**config.mk**
```make
export PLATFORM = sky130hd
export DESIGN_NAME = bram_wem_rmw
export DESIGN_NICKNAME = d
export VERILOG_FILES = /design/src/rtl/bram_rmw_pkg.sv /design/src/rtl/bram_wem_rmw.sv
export SDC_FILE = /design/constraint.sdc
export NUM_CORES = 1
export LEC_CHECK = 0
export BUFFER_PORTS_ARGS = -buffer_cell sky130_fd_sc_hd__buf_2
export CAP_MARGIN = 20
export CORE_ASPECT_RATIO = 1.1
export CORE_MARGIN = 5
export CORE_UTILIZATION = 40
export DETAILED_ROUTE_END_ITERATION = 6
export PLACE_DENSITY = 0.66
export SYNTH_ARGS = -nofsm -noshare
export SYNTH_HDL_FRONTEND = slang
export SYNTH_SLANG_ARGS = --single-unit
```
**constraint.sdc**
```tcl
create_clock -name CLK -period 2 [get_ports CLK]
set_input_delay 0.1 -clock CLK [delete_from_list [all_inputs] [get_ports CLK]]
set_output_delay 0.1 -clock CLK [all_outputs]
set_load 0.02 [all_outputs]
```
**src/rtl/bram_rmw_pkg.sv**
```systemverilog
// Shared types, default widths and the bit-mask merge helper
// used by the BRAM write-mask front end.
package bram_rmw_pkg;

  localparam int ADDR_W_DEF = 10;
  localparam int DATA_W_DEF = 16;

  typedef enum logic {
    ST_IDLE  = 1'b0,
    ST_MERGE = 1'b1
  } state_e;

  // Bits set in mask take the new value; the rest keep the old word.
  function automatic logic [DATA_W_DEF-1:0] wem_merge(
    input logic [DATA_W_DEF-1:0] old_v,
    input logic [DATA_W_DEF-1:0] new_v,
    input logic [DATA_W_DEF-1:0] mask
  );
    return (old_v & ~mask) | (new_v & mask);
  endfunction

endpackage

```
**src/rtl/bram_wem_rmw.sv**
```systemverilog
// Turns a bit-masked valid/ready request stream into whole-word BRAM port
// signals, using a two-cycle read-modify-write for partial writes.
module bram_wem_rmw
  import bram_rmw_pkg::*;
#(
  parameter int ADDR_W = ADDR_W_DEF,
  parameter int DATA_W = DATA_W_DEF
) (
  input  logic              CLK,
  input  logic              RST,
  input  logic              REQ_VALID,
  output logic              REQ_READY,
  input  logic              REQ_WE,
  input  logic [ADDR_W-1:0] REQ_A,
  input  logic [DATA_W-1:0] REQ_D,
  input  logic [DATA_W-1:0] REQ_WEM,
  output logic              RSP_VALID,
  output logic [DATA_W-1:0] RSP_Q,
  output logic [ADDR_W-1:0] A,
  output logic [DATA_W-1:0] D,
  output logic              WE,
  output logic              CE,
  input  logic [DATA_W-1:0] Q
);

  state_e              state_q;
  logic                rsp_pend_q;
  logic [ADDR_W-1:0]   hold_a_q;
  logic [DATA_W-1:0]   hold_d_q;
  logic [DATA_W-1:0]   hold_m_q;

  logic accept;
  logic is_read;
  logic is_full;
  logic is_null;
  logic is_part;

  assign REQ_READY = !RST && (state_q == ST_IDLE);
  assign accept    = REQ_VALID && REQ_READY;

  assign is_read = !REQ_WE;
  assign is_full = REQ_WE && (&REQ_WEM);
  assign is_null = REQ_WE && !(|REQ_WEM);
  assign is_part = REQ_WE && !is_full && !is_null;

  assign RSP_VALID = rsp_pend_q;
  assign RSP_Q     = Q;

  always_ff @(posedge CLK) begin
    if (RST) begin
      state_q    <= ST_IDLE;
      rsp_pend_q <= 1'b0;
      hold_a_q   <= '0;
      hold_d_q   <= '0;
      hold_m_q   <= '0;
    end else begin
      rsp_pend_q <= accept && is_read;
      case (state_q)
        ST_IDLE: begin
          if (accept && is_part) begin
            state_q  <= ST_MERGE;
            hold_a_q <= REQ_A;
            hold_d_q <= REQ_D;
            hold_m_q <= REQ_WEM;
          end
        end
        ST_MERGE: state_q <= ST_IDLE;
        default:  state_q <= ST_IDLE;
      endcase
    end
  end

  // BRAM port is driven straight from request/state; reset forces it quiet,
  // which also drops a write still waiting in MERGE.
  always_comb begin
    A  = REQ_A;
    D  = REQ_D;
    CE = 1'b0;
    WE = 1'b0;
    if (!RST) begin
      if (state_q == ST_MERGE) begin
        A  = hold_a_q;
        D  = wem_merge(Q, hold_d_q, hold_m_q);
        CE = 1'b1;
        WE = 1'b1;
      end else if (accept && !is_null) begin
        CE = 1'b1;
        WE = is_full;
      end
    end
  end

endmodule

```
Word level (Yosys, flattened, before mapping) --
Index checks and enable logic that the tools add are counted.
Word-level totals: flip-flop bits (word level) 44, input port bits 62, output and inout port bits 46, logic and storage cells 39
Operators by class: mux-type cells 12, bitwise gates (word level) 5, reductions and logical operators 17
Operators with widths (count):
- AND 16 bit | 2
- 2-to-1 mux 16 bit | 2
- 2-to-1 mux 10 bit | 2
- inverter 16 bit | 1
- bitwise OR 16 bit | 1
- AND reduction 16 bit | 1
- OR reduction 16 bit | 1
- logical AND 1 bit | 9
- 2-to-1 mux 1 bit | 7
- zero test 1 bit | 5
- one-hot mux 1 bit (2 select lines) | 1
- AND reduction 2 bit | 1
- inverter 1 bit | 1

Logic depth before layout (Yosys ltp) --
depth in word-level cells 8, gate-level depth with buffers 5, depth with buffers taken out 4

Worst setup path after synthesis --
No wires, ideal clock.
path kind register to register, from register state_q, to register hold_a_q[0], setup time 0.121 ns, arrival time 1.539 ns, slack 0.340 ns, stages on the path, launching flop included 6, buffers on the path 1, clock period less this slack 1.660 ns, cell sequence dfxtp_1 > nor2_1 > and2_1 > o2111ai_4 > buf_6 > mux2_2
Between the ends: longest elaborated chain between the ends 5
Ends and longest elaborated chain:
- from (decl) | RTL line bram_wem_rmw.sv:26 | state_e state_q;
- from (signal assigned) | RTL line bram_wem_rmw.sv:51 | state_q <= ST_IDLE;
- from (signal assigned) | RTL line bram_wem_rmw.sv:61 | state_q <= ST_MERGE;
- from (signal assigned) | RTL line bram_wem_rmw.sv:67 | ST_MERGE: state_q <= ST_IDLE;
- inverter 1 bit
- logical AND 1 bit | RTL line bram_wem_rmw.sv:38 | assign REQ_READY = !RST && (state_q == ST_IDLE);
- named net REQ_READY | RTL line bram_wem_rmw.sv:12 | output logic REQ_READY,
- logical AND 1 bit | RTL line bram_wem_rmw.sv:39 | assign accept = REQ_VALID && REQ_READY;
- logical AND 1 bit | RTL line bram_wem_rmw.sv:60 | if (accept && is_part) begin
- AND reduction 2 bit (no source line)
- to (signal assigned) | RTL line bram_wem_rmw.sv:53 | hold_a_q <= '0;
- to (signal assigned) | RTL line bram_wem_rmw.sv:62 | hold_a_q <= REQ_A;
- to (decl) | RTL line bram_wem_rmw.sv:28 | logic [ADDR_W-1:0] hold_a_q;
The timed path passes the listed nets, and every way through them passes these cells. A chain may end at the register's enable or synchronous reset.

Worst setup path in the final report --
from register state_q, to output D[15]
Between the ends: longest elaborated chain between the ends 2
Ends and longest elaborated chain:
- 2-to-1 mux 16 bit | RTL line bram_wem_rmw.sv:81 | if (state_q == ST_MERGE) begin
- 2-to-1 mux 16 bit | RTL line bram_wem_rmw.sv:80 | if (!RST) begin
- to (decl) | RTL line bram_wem_rmw.sv:20 | output logic [DATA_W-1:0] D,
Every way passes these cells.

==> flow_summary.toml <==
[status]
status = "complete, no violations"

[finish]
synthToLayoutAreaGrowth_pct = 24.0
drive_gt1_frac = 0.527
post_layout_nonfiller_instances = 405
antenna_diode_count = 0
final_core_utilization = 0.511
nets = 389

[worst_setup_path]
critical_path.startpoint_type = "flip-flop"
critical_path.endpoint_type = "output pin"
cpPeakStageDelay_ns = 0.35
critical_path.cell_chain = "nand2b_2 > buf_4 > o21ai_0 > buf_2"
arrival_time_of_data_at_the_critical_path_endpoint_ns = 1.61
cp_num_buf_inv = 2
crit_fanout = 25
critPathKind = "reg -> out"
timing.critical_path.required_ns = 1.90
critical-path-top-delay-family = "buffers and inverters"
crit_path_top_delay_cell = "sky130_fd_sc_hd__dfxtp_1"

[synth]
share_of_the_yosys_chip_area_belonging_to_registers = 0.370
simple_logic_cell_fraction_of_the_synthesized_area = 0.180
synth_top_family_by_area = "multiplexers"
post_synth_fa_ha_maj_area_fraction = 0
ys.flop_type = "sky130_fd_sc_hd__dfxtp_1"
synth-compound-area-share = 0.0489
synth.net_count = 299
area_of_the_mapped_netlist_um2 = 2380
netlist_instances = 237
ys_async_sr_fraction = 0
postSynthRegisterBits = 44
synthesis.area_per_instance_um2 = 10.0
parity_gate_share_of_the_synthesized_area_counting_xor_and_xnor_cells = 0
netlist-cell-type-count = 23
ys.warnings.count = 0
number_of_synthesized_flops_with_an_enable_pin = 0
yosys-mux-area-fraction = 0.313

[clock_tree]
cts_resized = 0
htreeDepth = 2
number_of_cts_inserted_buffers = 5
clock-sinks = 44
clock_tree_from_tritoncts = "done"
postCtsHoldBufs = 0
buffers_inserted_by_post_cts_timing_repair = 0
ctsRootBufferMaster = "sky130_fd_sc_hd__clkbuf_8"
clkSlewWorstSetupHoldPaths_ns = 0.07
worstSkewPairLatency_ns = 0.29
cts.path.max_buffers = 2

[routing]
finalWirelength_um = 5320
detail-route-antenna-nets = 0
total_via_count_in_the_routed_design = 1894
routedWlPerCell_um = 13.1
first_iter_violations = 94
drc = 0
detail_route.first_pass.iterations = 4
via_per_inst = 4.68

[floorplan]
die_width_um = 83.5
initial_utilization = 0.412
die_height_um = 90.9
site_row_count = 29
fp.dieArea_um2 = 7590
io_pins = 108
core_um2 = 5770

[place]
dp_hpwl_um = 4170
post-place-cells = 397
placement.io_buffers = 107
routabilityCongestion = 0.776

[timing]
timing.setup.tns_ns = 0
worstMarginPinSlew_ns = 0.511
setup_violations = 0
grt_setup_unrepaired = "no"
max_freq_mhz = 585
finalWorstPathRequiredPeriod_ns = 1.71
timing_max_transition_violations_final = 0
final_hold_viol_count = 0
fin_skew_ns = 0.00289
relSlewSlack = 0.659
final_cycle_share = 0.855

[grt]
grt_pass1_wl_um = 9060
grt_start_max_net_pins = 32
grt_usage = 0.144
grt_antenna_before_repair = 0
first_global_vias = 2030
grt.overflow.total = 0

[pwr]
ir_worst_vdd_mv = 0.357
comb_power_share = 0.203
pwr-share-clk = 0.295
leakage_nw = 1.40
total_switching_power_uw = 497
power_report.internal_total_mw = 1.39
seq_power_share = 0.503
netSwitchingFraction = 0.263
pwr_density_cell_nw_per_um2 = 640

[run]
max-cap-violations = 0

[min_path]
hold_path_class = "in -> reg"
==> power groups by stage <==
stage | Clock, mW | Sequential [mW] | Combinational, mW
after CTS | 0.590 | 0.949 | 0.388
after global placement | 0 | 0.968 | 0.381
after global routing | 0.622 | 0.955 | 0.420
after detailed placement | 0 | 0.969 | 0.387
after floorplan | 0 | 0.963 | 0.258
final | 0.556 | 0.948 | 0.382
==> routing by layer <==
metal  global-route usage  routed length [um]
met5                    0                   0
met2                0.245                2570
met4               0.0442                  45
met1                0.168                2290
met3               0.0511                 408
==> cell usage in the layout, fill, tap and decap left out, types with 2 or more instances in the layout <==
cell / count
sky130_fd_sc_hd__buf_2: 107
sky130_fd_sc_hd__buf_4: 4
sky130_fd_sc_hd__clkbuf_1: 2
sky130_fd_sc_hd__clkbuf_8: 6
sky130_fd_sc_hd__dfxtp_1: 44
sky130_fd_sc_hd__mux2_2: 52
sky130_fd_sc_hd__mux2i_1: 16
sky130_fd_sc_hd__nand2_1: 19
sky130_fd_sc_hd__nand4_1: 4
sky130_fd_sc_hd__nor2_1: 2
sky130_fd_sc_hd__nor2b_1: 42
sky130_fd_sc_hd__nor4_1: 2
sky130_fd_sc_hd__o21ai_0: 18
==> sequential cells by signal (all words and copies together) (netlist names) <==
signal / flops
RSP_VALID: 1
hold_a_q: 10
hold_d_q: 16
hold_m_q: 16
state_q: 1
==> cells by family (layout without fill, tap and decap cells) <==
group,Yosys count,after routing
simple gates,76,76
buf+inv,30,121
flops,44,44
compound gates,19,19
mux,68,68
==> path summary, 6_finish.rpt <==
| check | start | endpoint | slack (ns) | cells past startpoint |
|---|---|---|---|---|
| max | state_q$_SDFF_PP0_ | D[15] | 0.29 | 4 |
| min | REQ_A[3] | hold_a_q[3]$_SDFFE_PP0P_ | 0.05 | 2 |
| max reg2reg | state_q$_SDFF_PP0_ | hold_m_q[11]$_SDFFE_PP0P_ | 0.44 | 5 |
| min reg2reg | hold_a_q[7]$_SDFFE_PP0P_ | hold_a_q[7]$_SDFFE_PP0P_ | 0.60 | 2 |
==> cells in the mapped netlist (2+ instances only) <==
cell                       number  area (um2)
sky130_fd_sc_hd__buf_4         16         120
sky130_fd_sc_hd__clkbuf_1       8        30.0
sky130_fd_sc_hd__mux2i_1       16         160
sky130_fd_sc_hd__nor2_1         2        7.51
sky130_fd_sc_hd__buf_6          3        33.8
sky130_fd_sc_hd__mux2_2        52         586
sky130_fd_sc_hd__dfxtp_1       44         881
sky130_fd_sc_hd__nand4_1        4        25.0
sky130_fd_sc_hd__o21ai_0       18        90.1
sky130_fd_sc_hd__nor2b_1       42         263
sky130_fd_sc_hd__nand2_1       19        71.3
sky130_fd_sc_hd__nor4_1         2        12.5
==> stage by stage <==
step	setup WS [ns]	total power, mW	hold slack (ns)	instance area (um2)
after floorplan	0.340	1.22	0.244	2380
after global placement	0.200	1.35	0.340	2860
after detailed placement	0.175	1.36	0.345	2860
after CTS	0.245	1.93	0.0292	2950
after global routing	0.0968	2.00	0.0306	2950
final	0.290	1.89	0.0465	2950
==> area by class of cell <==
cell class              instances  area, um2
clock buffers                   8       90.1
fillers                       575       2820
inverters                       1       3.75
multi-input cells             163       1290
flip-flops and latches         44        881
well taps                      77       96.3
repair buffers                112        586
No activity file was read; power rests on OpenSTA's default activity.
